## config.mk

```make
export PLATFORM = sky130hd
export DESIGN_NAME = dbus_peri_master
export DESIGN_NICKNAME = d
export VERILOG_FILES = /design/src/rtl/dbus_peri_master_pkg.sv /design/src/rtl/dbus_peri_master_peri_addr_decode.sv /design/src/rtl/dbus_peri_master.sv
export SDC_FILE = /design/constraint.sdc
export NUM_CORES = 1
export LEC_CHECK = 0
export BUFFER_PORTS_ARGS = -buffer_cell sky130_fd_sc_hd__buf_4
export CELL_PAD_IN_SITES_DETAIL_PLACEMENT = 1
export CELL_PAD_IN_SITES_GLOBAL_PLACEMENT = 2
export CORE_MARGIN = 5
export CORE_UTILIZATION = 29
export CTS_CLUSTER_SIZE = 10
export DETAILED_ROUTE_END_ITERATION = 7
export GPL_TIMING_DRIVEN = 1
export PLACE_DENSITY = 0.79
export REMOVE_ABC_BUFFERS = 1
export SLEW_MARGIN = 5
export SYNTH_ARGS = -nofsm -noshare
export SYNTH_HDL_FRONTEND = slang
export SYNTH_HIERARCHICAL = 1
export SYNTH_SLANG_ARGS = --single-unit
```

## constraint.sdc

```tcl
create_clock -name clk -period 6.1 [get_ports clk]
set_input_delay 1.525 -clock clk [delete_from_list [all_inputs] [get_ports clk]]
set_output_delay 1.525 -clock clk [all_outputs]
set_load 0.1 [all_outputs]
```

## src/rtl/dbus_peri_master_pkg.sv

```systemverilog
// Shared data-bus definitions plus the constants and state type
// used by the peripheral-side data-bus master.
package dbus_peri_master_pkg;

  // Request fields driven from the bus master towards the peripherals.
  typedef struct packed {
    logic [31:0] addr;
    logic [31:0] w_data;
    logic [3:0]  sel_byte;
    logic        w_en;
    logic        req;
  } type_dbus2peri_s;

  // Response fields returned by the selected peripheral.
  typedef struct packed {
    logic [31:0] r_data;
    logic        ack;
  } type_peri2dbus_s;

  // Master sequencing: wait for a command, run the bus cycle, hand back the response.
  typedef enum logic [1:0] {
    IDLE = 2'd0,
    BUSY = 2'd1,
    RESP = 2'd2
  } type_dbus_mst_state_e;

  // Default number of wait cycles without ack before an error response.
  localparam int DBUS_MST_TIMEOUT_DEF = 255;

  // Default LSB of the 4-bit peripheral select field inside the byte address.
  localparam int DBUS_MST_SEL_LSB = 8;

endpackage

```

## src/rtl/dbus_peri_master_peri_addr_decode.sv

```systemverilog
// Combinational address decode: the 4-bit select field becomes a one-hot
// peripheral select, and indices with no peripheral behind them flag dec_err.
module peri_addr_decode
  import dbus_peri_master_pkg::*;
#(
  parameter int NUM_PERI = 5,
  parameter int SEL_LSB  = DBUS_MST_SEL_LSB
) (
  input  logic [SEL_LSB+3:SEL_LSB] sel_field,
  output logic [NUM_PERI-1:0]      sel,
  output logic                     dec_err
);

  localparam logic [4:0] NUM_PERI_W = 5'(NUM_PERI);

  // Turn the select index into a one-hot vector and flag out-of-range indices.
  always_comb begin
    sel = '0;
    for (int i = 0; i < NUM_PERI; i++) begin
      if (sel_field == 4'(i)) begin
        sel[i] = 1'b1;
      end else begin
        sel[i] = 1'b0;
      end
    end
    dec_err = ({1'b0, sel_field} >= NUM_PERI_W);
  end

endmodule

```

## src/rtl/dbus_peri_master.sv

```systemverilog
// Single-outstanding data-bus initiator for the peripheral cluster.
// Accepts one command, decodes it to a peripheral select, holds the bus
// request until ack or timeout, then presents a valid/ready response.
// All outputs come straight from registers.
module dbus_peri_master
  import dbus_peri_master_pkg::*;
#(
  parameter int NUM_PERI = 5,
  parameter int SEL_LSB  = DBUS_MST_SEL_LSB,
  parameter int TIMEOUT  = DBUS_MST_TIMEOUT_DEF
) (
  input  logic                clk,
  input  logic                rst,
  input  logic                cmd_valid_i,
  output logic                cmd_ready_o,
  input  logic [31:0]         cmd_addr_i,
  input  logic [31:0]         cmd_wdata_i,
  input  logic                cmd_we_i,
  input  logic [3:0]          cmd_be_i,
  output logic                rsp_valid_o,
  input  logic                rsp_ready_i,
  output logic [31:0]         rsp_rdata_o,
  output logic                rsp_err_o,
  output logic [NUM_PERI-1:0] peri_sel_o,
  output type_dbus2peri_s     master2dbus_o,
  input  type_peri2dbus_s     dbus2master_i
);

  localparam logic [15:0] TIMEOUT_CNT = 16'(TIMEOUT);

  type_dbus_mst_state_e state;
  logic [15:0]          wait_cnt;
  logic [NUM_PERI-1:0]  dec_sel;
  logic                 dec_err;

  peri_addr_decode #(
    .NUM_PERI (NUM_PERI),
    .SEL_LSB  (SEL_LSB)
  ) u_decode (
    .sel_field (cmd_addr_i[SEL_LSB+3:SEL_LSB]),
    .sel       (dec_sel),
    .dec_err   (dec_err)
  );

  // Transaction sequencer; the bus register doubles as the captured command.
  always_ff @(posedge clk or posedge rst) begin
    if (rst) begin
      state         <= IDLE;
      cmd_ready_o   <= 1'b1;
      rsp_valid_o   <= 1'b0;
      rsp_rdata_o   <= 32'd0;
      rsp_err_o     <= 1'b0;
      peri_sel_o    <= '0;
      master2dbus_o <= '0;
      wait_cnt      <= 16'd0;
    end else begin
      case (state)
        IDLE: begin
          if (cmd_valid_i) begin
            cmd_ready_o <= 1'b0;
            if (dec_err) begin
              // Nothing behind this index: answer with an error, no bus cycle.
              state       <= RESP;
              rsp_valid_o <= 1'b1;
              rsp_err_o   <= 1'b1;
              rsp_rdata_o <= 32'd0;
            end else begin
              state                  <= BUSY;
              peri_sel_o             <= dec_sel;
              master2dbus_o.addr     <= cmd_addr_i;
              master2dbus_o.w_data   <= cmd_wdata_i;
              master2dbus_o.sel_byte <= cmd_be_i;
              master2dbus_o.w_en     <= cmd_we_i;
              master2dbus_o.req      <= 1'b1;
              wait_cnt               <= 16'd0;
            end
          end
        end
        BUSY: begin
          if (dbus2master_i.ack) begin
            // Ack takes priority over a timeout landing on the same cycle.
            state         <= RESP;
            rsp_valid_o   <= 1'b1;
            rsp_err_o     <= 1'b0;
            rsp_rdata_o   <= master2dbus_o.w_en ? 32'd0 : dbus2master_i.r_data;
            peri_sel_o    <= '0;
            master2dbus_o <= '0;
          end else if (wait_cnt == TIMEOUT_CNT) begin
            state         <= RESP;
            rsp_valid_o   <= 1'b1;
            rsp_err_o     <= 1'b1;
            rsp_rdata_o   <= 32'd0;
            peri_sel_o    <= '0;
            master2dbus_o <= '0;
          end else begin
            wait_cnt <= wait_cnt + 16'd1;
          end
        end
        RESP: begin
          if (rsp_ready_i) begin
            state       <= IDLE;
            cmd_ready_o <= 1'b1;
            rsp_valid_o <= 1'b0;
            rsp_err_o   <= 1'b0;
            rsp_rdata_o <= 32'd0;
          end
        end
        default: begin
          state         <= IDLE;
          cmd_ready_o   <= 1'b1;
          rsp_valid_o   <= 1'b0;
          rsp_err_o     <= 1'b0;
          rsp_rdata_o   <= 32'd0;
          peri_sel_o    <= '0;
          master2dbus_o <= '0;
        end
      endcase
    end
  end

endmodule

```

==> results.md, run 1 <==
* Routed Antenna Nets at 0
* Setup Buffers After CTS at 0
* Clock Skew at 0.0128 ns
* Mux contribution to synthesized area at 1.69%
* Syn Area/Cell at 9.65 um2
* Cell Int Power at 2.24 mW
* Worst-Skew Late Latency at 0.42 ns
* Initial DRC Count at 369
* Min-delay worst type: reg -> reg
* Flop pwr share at 26.2%
* Clock network power share at 20.0%
* Die Footprint at 23,600 um2
* Simple-Gate Fraction of Synth Area at 13.8%
* Core area at 20,300 um2
* Vias in the first global route at 6,156
* VDD IR-drop max at 0.433 mV
* Syn Inst Count at 621
* CTS resizes at 0
* GRT Total Usage at 17.1%
* HPWL Detailed at 13,700 um
* Ant. Diodes at 0
* EDFF count, synth at 0
* Final wirelength at 20,400 um
* Compound-gate portion of the synthesized area at 26.7%
* Synth Flop Type: dfrtp_1
* Netlist cell types at 56
* Slew margin rel. at 19.1%
* CTS Root Cell: clkbuf_16
* Fmax at 294 MHz
* TNS Setup at 0 ns
* XOR/XNOR Fraction of Synth Area at 0%
* Post-synthesis adder-cell area fraction at 0.209%
* Overall power at 5.05 mW
* TritonCTS Sinks at 128
* Sequential area share after synthesis at 53.5%
* Outcome: completed
* # nets final at 920
* Row cnt at 52
* Mapped Area at 5990 um2
* Crit Path Max Fanout at 107
* Largest family of logic cells by synthesized area: compound AO/OA/AOI/OAI gates
* Startpoint types: primary input
* Max Cap Viol at 0
* Post-CTS Hold Fix Bufs at 0
* RSZ-0062 raised after global routing: no
* I/O pins at 216
* Max Slew Vio Count at 0
* Data arrival time of the critical path at 3.71 ns
* Cells after DPL at 1,064
* Global-route wire length before repair at 33,200 um
* Final period util at 55.7%
* Routed via count at 5,746
* CP max-delay cell: or3b_4
* Crit-path cells: buf_4 > o21ai_0 > nand2b_1 > or3b_4 > a21oi_4 > o21ai_4 > buf_4 > o21ai_0
* Crit path required time at 6.41 ns
* Grt ovf at 0
* Element type at the critical path end: flip-flop
* H-tree depth at 4
* Leakage at 3.72 nW
* Logic pwr share at 53.7%
* Synth-to-layout area growth at 40.5%
* Final Hold Slack at 0.531 ns
* Routability cong. at 0.836
* Filler instances at 2,333
* Critical path class: in -> reg
* Wire length per cell at 18.6 um
* P per Cell Area at 600 nW/um2
* Die H at 154 um
* Psw at 2.81 mW
* Synth Register Bits at 128
* DRC at 0
* Final cell count without fillers at 1,095
* Async set-reset flop share out of synthesis at 100%
* Worst slew pin tran at 1.21 ns
* Hold Vio Cnt, Final at 0
* Largest net degree at the start of global routing at 112
* Initial core utilization at 29.5%
* Finished Core Util at 41.5%
* Net Sw Frac at 55.6%
* Drt first pass iters at 4
* Clk pin slew, worst setup/hold paths at 0.06 ns
* CTS tree: yes
* Crit-path max cell delay at 0.46 ns
* Max clock buf depth at 2
* Layout cells sized above 1 at 33.0%
* Num CTS Buffers at 17
* Antenna violations before repair at 0
* DR vias/cell at 5.25
* YS warnings at 6
* PortBufs at 215
* Die Width at 154 um
* Count of final setup violators at 0
* Post-route minimum period at 3.40 ns
## metrics by stage
stage | instance area [um2] | setup slack (ns)
after floorplan | 5780 | -0.810
after global placement | 7840 | 2.43
after detailed placement | 7840 | 2.28
after CTS | 8420 | 2.71
after global routing | 8420 | 2.53
final | 8420 | 2.70
## routing by layer
metal / GRT usage (%) / share of wire [%] / up-vias
met1: 20.5 / 43 / 2873
met5: 0 / 0 / -
met4: 4.08 / 1.1 / 0
met3: 6.58 / 8.1 / 15
li1: - / - / 2668
met2: 29.1 / 48 / 190
## worst max-delay path: cells and delay by family
kind	cells	cell delay (ns)
and+or+nand+nor	2	0.68
buffers and inverters	2	0.56
AOI/OAI and AO/OA	4	0.88
## cells in the final DEF (no fill, tap or decap), drive strengths merged, types with 6 or more instances in the layout
cell type / n
nand4: 6
a21oi: 7
clkbuf: 20
buf: 223
inv: 12
nand2b: 9
o21ai: 113
dfrtp: 127
mux2i: 9
a22oi: 106
nor4: 7
nand2: 123
## flip-flops by register name, summed over array words and instances (netlist names)
register and count:
peri_sel_o 5, rsp_valid_o 1, rsp_rdata_o 32, wait_cnt 16
master2dbus_o 70, rsp_err_o 1, cmd_ready_o 1, state 2
## cells by family (layout without fill, tap and decap cells)
group	count (synthesis)	after routing
AND/OR/NAND/NOR	177	177
AO/OA/AOI/OAI	247	247
flip-flops	128	128
multiplexers	10	10
adder cells (fa/ha/maj)	1	1
buffers and inverters	58	262
## synth_stat cells (2+ instances only)
cell | number | area share, %
a21oi_1 | 5 | 0.42
a22oi_1 | 106 | 13
a32o_1 | 2 | 0.33
and4_1 | 2 | 0.29
buf_2 | 5 | 0.42
buf_6 | 3 | 0.56
clkbuf_1 | 40 | 2.5
clkbuf_2 | 2 | 0.17
dfrtp_1 | 127 | 53
inv_1 | 7 | 0.44
mux2i_1 | 9 | 1.5
nand2_1 | 123 | 7.7
nand2b_1 | 9 | 0.94
nand3_1 | 5 | 0.42
nand4_1 | 5 | 0.52
nor2_1 | 5 | 0.31
nor2b_1 | 4 | 0.42
nor3_1 | 2 | 0.17
nor3b_1 | 2 | 0.25
nor4_1 | 6 | 0.63
nor4b_1 | 3 | 0.44
o211ai_1 | 4 | 0.50
o21ai_0 | 102 | 8.5
o21ai_1 | 10 | 0.83
o31ai_1 | 2 | 0.25
## layout make-up
| cell class | count | area [um2] | share of cell area (%) |
|---|---|---|---|
| Clock buffer | 20 | 457 | 5.42 |
| Clock inverter | 11 | 129 | 1.53 |
| Inverter | 8 | 32.5 | 0.386 |
| Multi-Input combinational cell | 435 | 2590 | 30.7 |
| Sequential cell | 128 | 3200 | 38.0 |
| Tap cell | 270 | 338 | 4.01 |
| Timing Repair Buffer | 223 | 1670 | 19.9 |
## worst paths after layout
check | start | end | slack (ns) | cells after the start
max in group asynchronous | rst | wait_cnt[0]$_DFFE_PP0P_ | 4.01 | 3
worst max register to register | state[0]$_DFFE_PP0P_ | wait_cnt[3]$_DFFE_PP0P_ | 3.21 | 5
worst min register to register | rsp_rdata_o[30]$_DFFE_PP0P_ | rsp_rdata_o[30]$_DFFE_PP0P_ | 0.53 | 2
worst max-delay path | cmd_addr_i[8] | rsp_rdata_o[29]$_DFFE_PP0P_ | 2.70 | 8
min in group asynchronous | rst | master2dbus_o[53]$_DFFE_PP0P_ | 1.03 | 2
worst min-delay path | rsp_rdata_o[30]$_DFFE_PP0P_ | rsp_rdata_o[30]$_DFFE_PP0P_ | 0.53 | 2
## power by group through the flow
stage               registers (mW)  clock network, mW  logic, mW
floorplan                     2.96                  0      0.404
global placement              1.32                  0       2.70
detailed placement            1.33                  0       2.74
CTS                           1.32               1.04       2.74
global route                  1.36               1.09       2.82
finish                        1.32               1.01       2.71
No activity file was read; power rests on OpenSTA's default activity.
==> run 2, diff against run 1 <==
clock period = 3.35 ns   (was 6.1 ns; I/O delays follow)
==> results.md, run 2 (synthesis results as in run 1) <==
* Outcome: completed
* Global-route wire length before repair at 33,100 um (-0.21%)
* Design area at 8530 um2 (+1.3%)
* CTS Root Cell: clkbuf_16
* Routed Antenna Nets at 0 (unchanged)
* Final period util at 75.5%
* Worst R2R Path Depth at 5 (unchanged)
* P per Cell Area at 1090 nW/um2 (+82%)
* Wire length per cell at 18.7 um (+0.38%)
* VDD IR-drop max at 0.825 mV (+91%)
* Most common cell after layout, fill and taps aside: buf_4
* CTS tree: yes
* Reg-to-Reg Start: state[1]$_DFFE_PP0P_
* Vias in the first global route at 6,088 (-1.1%)
* Max Cap Viol at 0 (unchanged)
* Die Footprint at 23,600 um2 (unchanged)
* Largest net degree at the start of global routing at 108 (-3.6%)
* Worst slack, placed at 0.431 ns (-1.85 ns)
* HPWL Detailed at 14,000 um (+2.0%)
* Top reg by flops: master2dbus_o
* Slew margin rel. at 55.5% (+36 points)
* Layout cells sized above 1 at 33.3% (+0.36 points)
* DR vias/cell at 5.15 (-1.9%)
* Overall power at 9.31 mW (+84%)
* I/O pins at 216 (unchanged)
* Hold Vio Cnt, Final at 0 (unchanged)
* Drt first pass iters at 5 (+1)
* Clk pin slew, worst setup/hold paths at 0.06 ns (about the same)
* Routed via count at 5,655 (-1.6%)
* TritonCTS Sinks at 128 (unchanged)
* R2R Setup Slk at 0.91 ns (-2.30 ns)
* Die Width at 154 um (unchanged)
* GRT Total Usage at 17.1% (-0.042 points)
* Initial core utilization at 29.5% (unchanged)
* Leakage at 3.76 nW (+1.1%)
* Setup ws final at 0.821 ns (-1.88 ns)
* Critical path class: in -> reg
* Crit path required time at 3.68 ns (-2.73 ns)
* Post-CTS Hold Fix Bufs at 0 (unchanged)
* Max clock buf depth at 2 (unchanged)
* Clock Skew at 0.00759 ns (-0.00526 ns)
* Row cnt at 52 (unchanged)
* Grt ovf at 0 (unchanged)
* Cell Area, Placed at 7910 um2 (+0.99%)
* H-tree depth at 4 (unchanged)
* Fmax at 395 MHz
* Initial DRC Count at 296 (-20%)
* Final wirelength at 20,500 um (+0.65%)
* RSZ-0062 raised after global routing: no
* Startpoint types: primary input
* Routability cong. at 0.751 (-10%)
* Antenna violations before repair at 0 (unchanged)
* Max Slew Vio Count at 0 (unchanged)
* TNS Setup at 0 ns (unchanged)
* Element type at the critical path end: flip-flop
* Core area at 20,300 um2 (unchanged)
* Min-delay worst type: in -> async
* Num CTS Buffers at 17 (unchanged)
* Top flop regs: master2dbus_o x70, rsp_rdata_o x32, wait_cnt x16
* Data arrival time of the critical path at 2.86 ns (-0.85 ns)
* # nets final at 922 (+0.22%)
* Count of final setup violators at 0 (unchanged)
* R2R Path End: master2dbus_o[33]$_DFFE_PP0P_
* Die H at 154 um (unchanged)
* DRC at 0 (unchanged)
* Ant. Diodes at 0 (unchanged)
* Post-route minimum period at 2.53 ns
* Worst-Skew Late Latency at 0.41 ns (about the same)
* Max reg flops at 70 (unchanged)
* Crit Path Max Fanout at 11 (-90%)
* Most frequent cells in the layout: buf_4 (220), dfrtp_1 (127), nand2_1 (123)
* Setup Buffers After CTS at 0 (unchanged)
* PortBufs at 215 (unchanged)
* CTS resizes at 0 (unchanged)
* Synth-to-layout area growth at 42.3%
* Worst slew pin tran at 0.665 ns (-0.548 ns)
==> run 2: report_power, final <==
part | total [mW] | internal, mW | switching (mW)
clock network | 1.93 | 1.21 | 0.717
registers | 2.39 | 1.99 | 0.401
logic | 5.00 | 0.986 | 4.01
==> run 2: metrics by stage <==
stage / instances / util, % / hold slack (ns)
finish: 1098 / 42.0 / 0.403
global route: 1098 / 42.0 / 0.414
CTS: 1098 / 42.0 / 0.392
detailed placement: 1066 / 39.0 / 0.524
global placement: 1066 / 39.0 / 0.508
floorplan: 571 / - / 0.511
==> run 2: final cells by class <==
cell class / count / area (um2)
Inverter: 8 / 32.5
Tap cell: 270 / 338
Clock buffer: 19 / 453
Multi-Input combinational cell: 435 / 2590
Timing Repair Buffer: 225 / 1750
Fill cell: 2343 / 11800
Clock inverter: 13 / 161
Sequential cell: 128 / 3200
==> run 2: routing by layer <==
| metal | track usage (%) | routed length [um] |
|---|---|---|
| met1 | 21.5 | 8730 |
| met2 | 27.1 | 9570 |
| met3 | 7.70 | 1950 |
| met4 | 3.87 | 250 |
| met5 | 0 | 0 |
==> run 2: how the worst max path moves through the flow <==
| stage | from | to | slack, ns | cells past startpoint |
|---|---|---|---|---|
| CTS | cmd_addr_i[8] | wait_cnt[11]$_DFFE_PP0P_ | 0.83 | 7 |
| detailed placement | cmd_addr_i[8] | wait_cnt[11]$_DFFE_PP0P_ | 0.43 | 7 |
| finish | cmd_addr_i[8] | wait_cnt[11]$_DFFE_PP0P_ | 0.82 | 7 |
| global placement | cmd_addr_i[8] | wait_cnt[11]$_DFFE_PP0P_ | 0.45 | 7 |
| global route | state[1]$_DFFE_PP0P_ | peri_sel_o[1]$_DFFE_PP0P_ | 0.71 | 5 |
| floorplan | state[0]$_DFFE_PP0P_ | wait_cnt[0]$_DFFE_PP0P_ | -3.56 | 5 |
==> run 2: worst max-delay path, cell delays in order <==
cell and delay [ns]:
buf_4 0.14, o21ai_0 0.16, nand2b_1 0.22, or3b_4 0.46, a21o_1 0.32, or4_1 0.55, a21oi_1 0.17
==> run 3, diff against run 2 <==
CORE_UTILIZATION = 26   (was 29)
PLACE_DENSITY = 0.75   (was 0.79)
clock period = 2.1 ns   (was 3.35 ns; I/O delays follow)
==> results.md, run 3 (synthesis results as in run 1) <==
* Worst-Skew Late Latency at 0.41 ns (about the same)
* Finished Core Util at 39.3% (-2.8 points)
* Worst setup path start: cmd_addr_i[8]
* Crit-path cells: buf_4 > o21ai_0 > nand2b_1 > or3b_4 > a21o_1 > buf_4 > o31a_1 > o21a_1
* Crit-path leading delay family: compound AO/OA/AOI/OAI gates
* Outcome: completed
* Initial core utilization at 26.5% (-3.1 points)
* Cell Area, Placed at 8300 um2 (+4.9%)
* Setup Buffers After CTS at 0 (unchanged)
* Clk pin slew, worst setup/hold paths at 0.06 ns (about the same)
* VDD IR-drop max at 0.790 mV (-4.2%)
* Most common cell after layout, fill and taps aside: buf_4
* Hold Vio Cnt, Final at 0 (unchanged)
* Startpoint types: primary input
* P per Cell Area at 1680 nW/um2 (+54%)
* Synth-to-layout area growth at 48.3%
* Routed Antenna Nets at 0 (unchanged)
* Clock Skew at 0.0108 ns (+0.00324 ns)
* H-tree depth at 4 (unchanged)
* DRC at 0 (unchanged)
* TNS Setup at 0 ns (unchanged)
* CP max-delay cell: or3b_4
* Critical path buffer and inverter count at 2 (+1)
* Core area at 22,600 um2 (+12%)
* Crit path required time at 2.40 ns (-1.28 ns)
* Routability cong. at 0.717 (-4.6%)
* Antenna violations before repair at 0 (unchanged)
* Most frequent cells in the layout: buf_4 (250), dfrtp_1 (127), nand2_1 (123)
* Top reg by flops: master2dbus_o
* HPWL Detailed at 14,400 um (+3.3%)
* Min-delay worst type: in -> async
* Final wirelength at 21,100 um (+2.9%)
* Slew margin rel. at 65.9% (+10 points)
* Reg-to-Reg Start: state[1]$_DFFE_PP0P_
* Final cell count without fillers at 1,149 (+4.6%)
* Worst slew pin tran at 0.511 ns (-0.153 ns)
* Max Cap Viol at 0 (unchanged)
* Crit-path max cell delay at 0.38 ns (-0.17 ns)
* Overall power at 14.9 mW (+60%)
* Max clock buf depth at 2 (unchanged)
* Fmax at 511 MHz
* GRT Total Usage at 16.0% (-1.0 points)
* Count of final setup violators at 0 (unchanged)
* Design area at 8890 um2 (+4.2%)
* I/O pins at 216 (unchanged)
* Cell Int Power at 6.69 mW (+60%)
* Max reg flops at 70 (unchanged)
* Wire length per cell at 18.4 um (-1.7%)
* Crit Path Max Fanout at 10 (-1)
* Net Sw Frac at 55.1% (about the same)
* Post-CTS Hold Fix Bufs at 0 (unchanged)
* Die H at 162 um (+5.2%)
* Worst slack, placed at -0.293 ns (-0.724 ns)
* Cells after DPL at 1,118 (+4.9%)
* Crit-path most repeated cell: buf_4
* Logic pwr share at 54.7% (+1.0 points)
* Die Footprint at 26,200 um2 (+11%)
* DR vias/cell at 4.97 (-3.4%)
* Grt ovf at 0 (unchanged)
* Top flop regs: master2dbus_o x70, rsp_rdata_o x32, wait_cnt x16
* Flop pwr share at 25.4% (-0.2 points)
* Setup ws final at 0.144 ns (-0.677 ns)
* Final Hold Slack at 0.158 ns (-0.245 ns)
* Layout cells sized above 1 at 36.1% (+2.8 points)
* Ant. Diodes at 0 (unchanged)
* Element type at the critical path end: flip-flop
* Final period util at 93.1%
* Die Width at 162 um (+5.2%)
* Vias in the first global route at 6,125 (+0.61%)
* Clock network power share at 19.9% (-0.8 points)
* Routed via count at 5,714 (+1.0%)
* Initial DRC Count at 224 (-24%)
* Leakage at 3.96 nW (+5.3%)
* Data arrival time of the critical path at 2.25 ns (-0.61 ns)
* Largest net degree at the start of global routing at 77 (-29%)
* Global-route wire length before repair at 34,200 um (+3.2%)
* Num CTS Buffers at 17 (unchanged)
* TritonCTS Sinks at 128 (unchanged)
* Psw at 8.21 mW (+60%)
* Critical path class: in -> reg
* Drt first pass iters at 4 (-1)
* RSZ-0062 raised after global routing: no
* # nets final at 959 (+4.0%)
* CTS resizes at 0 (unchanged)
* PortBufs at 215 (unchanged)
* Max Slew Vio Count at 0 (unchanged)
* Post-route minimum period at 1.96 ns
* CTS tree: yes
* CTS Root Cell: clkbuf_16
* Row cnt at 55 (+5.8%)
-- run 3: final timing paths --
check | end | slack [ns] | cells after the start
setup / recovery | wait_cnt[10]$_DFFE_PP0P_ | 0.14 | 8
setup reg to reg | master2dbus_o[32]$_DFFE_PP0P_ | 0.19 | 6
max in group asynchronous | cmd_ready_o$_DFFE_PP1P_ | 1.38 | 3
hold / removal | rsp_rdata_o[1]$_DFFE_PP0P_ | 0.16 | 2
min in group clk | rsp_err_o$_DFFE_PP0P_ | 0.31 | 2
hold reg to reg | master2dbus_o[66]$_DFFE_PP0P_ | 0.53 | 2
-- run 3: layout make-up --
class | count | area [um2]
Timing Repair Buffer | 262 | 2120
Multi-Input combinational cell | 435 | 2590
Sequential cell | 128 | 3200
Fill cell | 2583 | 13800
Clock buffer | 19 | 453
Clock inverter | 12 | 136
Tap cell | 285 | 357
Inverter | 8 | 32.5
-- run 3: worst reg2reg max path: stages (launching register included) --
cell and delay, ns:
dfrtp_1 0.49, nor2b_2 0.42, nor3b_2 0.29, buf_4 0.23
buf_12 0.18, a22oi_1 0.10, o21ai_0 0.11
-- run 3: power by group through the flow --
| stage | clock network (mW) | registers, mW | logic, mW |
|---|---|---|---|
| floorplan | 0 | 8.59 | 1.17 |
| global placement | 0 | 3.80 | 8.19 |
| detailed placement | 0 | 3.80 | 8.25 |
| CTS | 3.06 | 3.79 | 8.24 |
| global route | 3.17 | 3.90 | 8.48 |
| finish | 2.97 | 3.79 | 8.15 |
-- run 3: routing by layer --
layer	vias up	wire length (um)	track usage [%]
li1	2741	-	-
met1	2814	9810	21.8
met2	147	9690	24.8
met3	12	1430	5.30
met4	0	161	3.92
met5	-	0	0
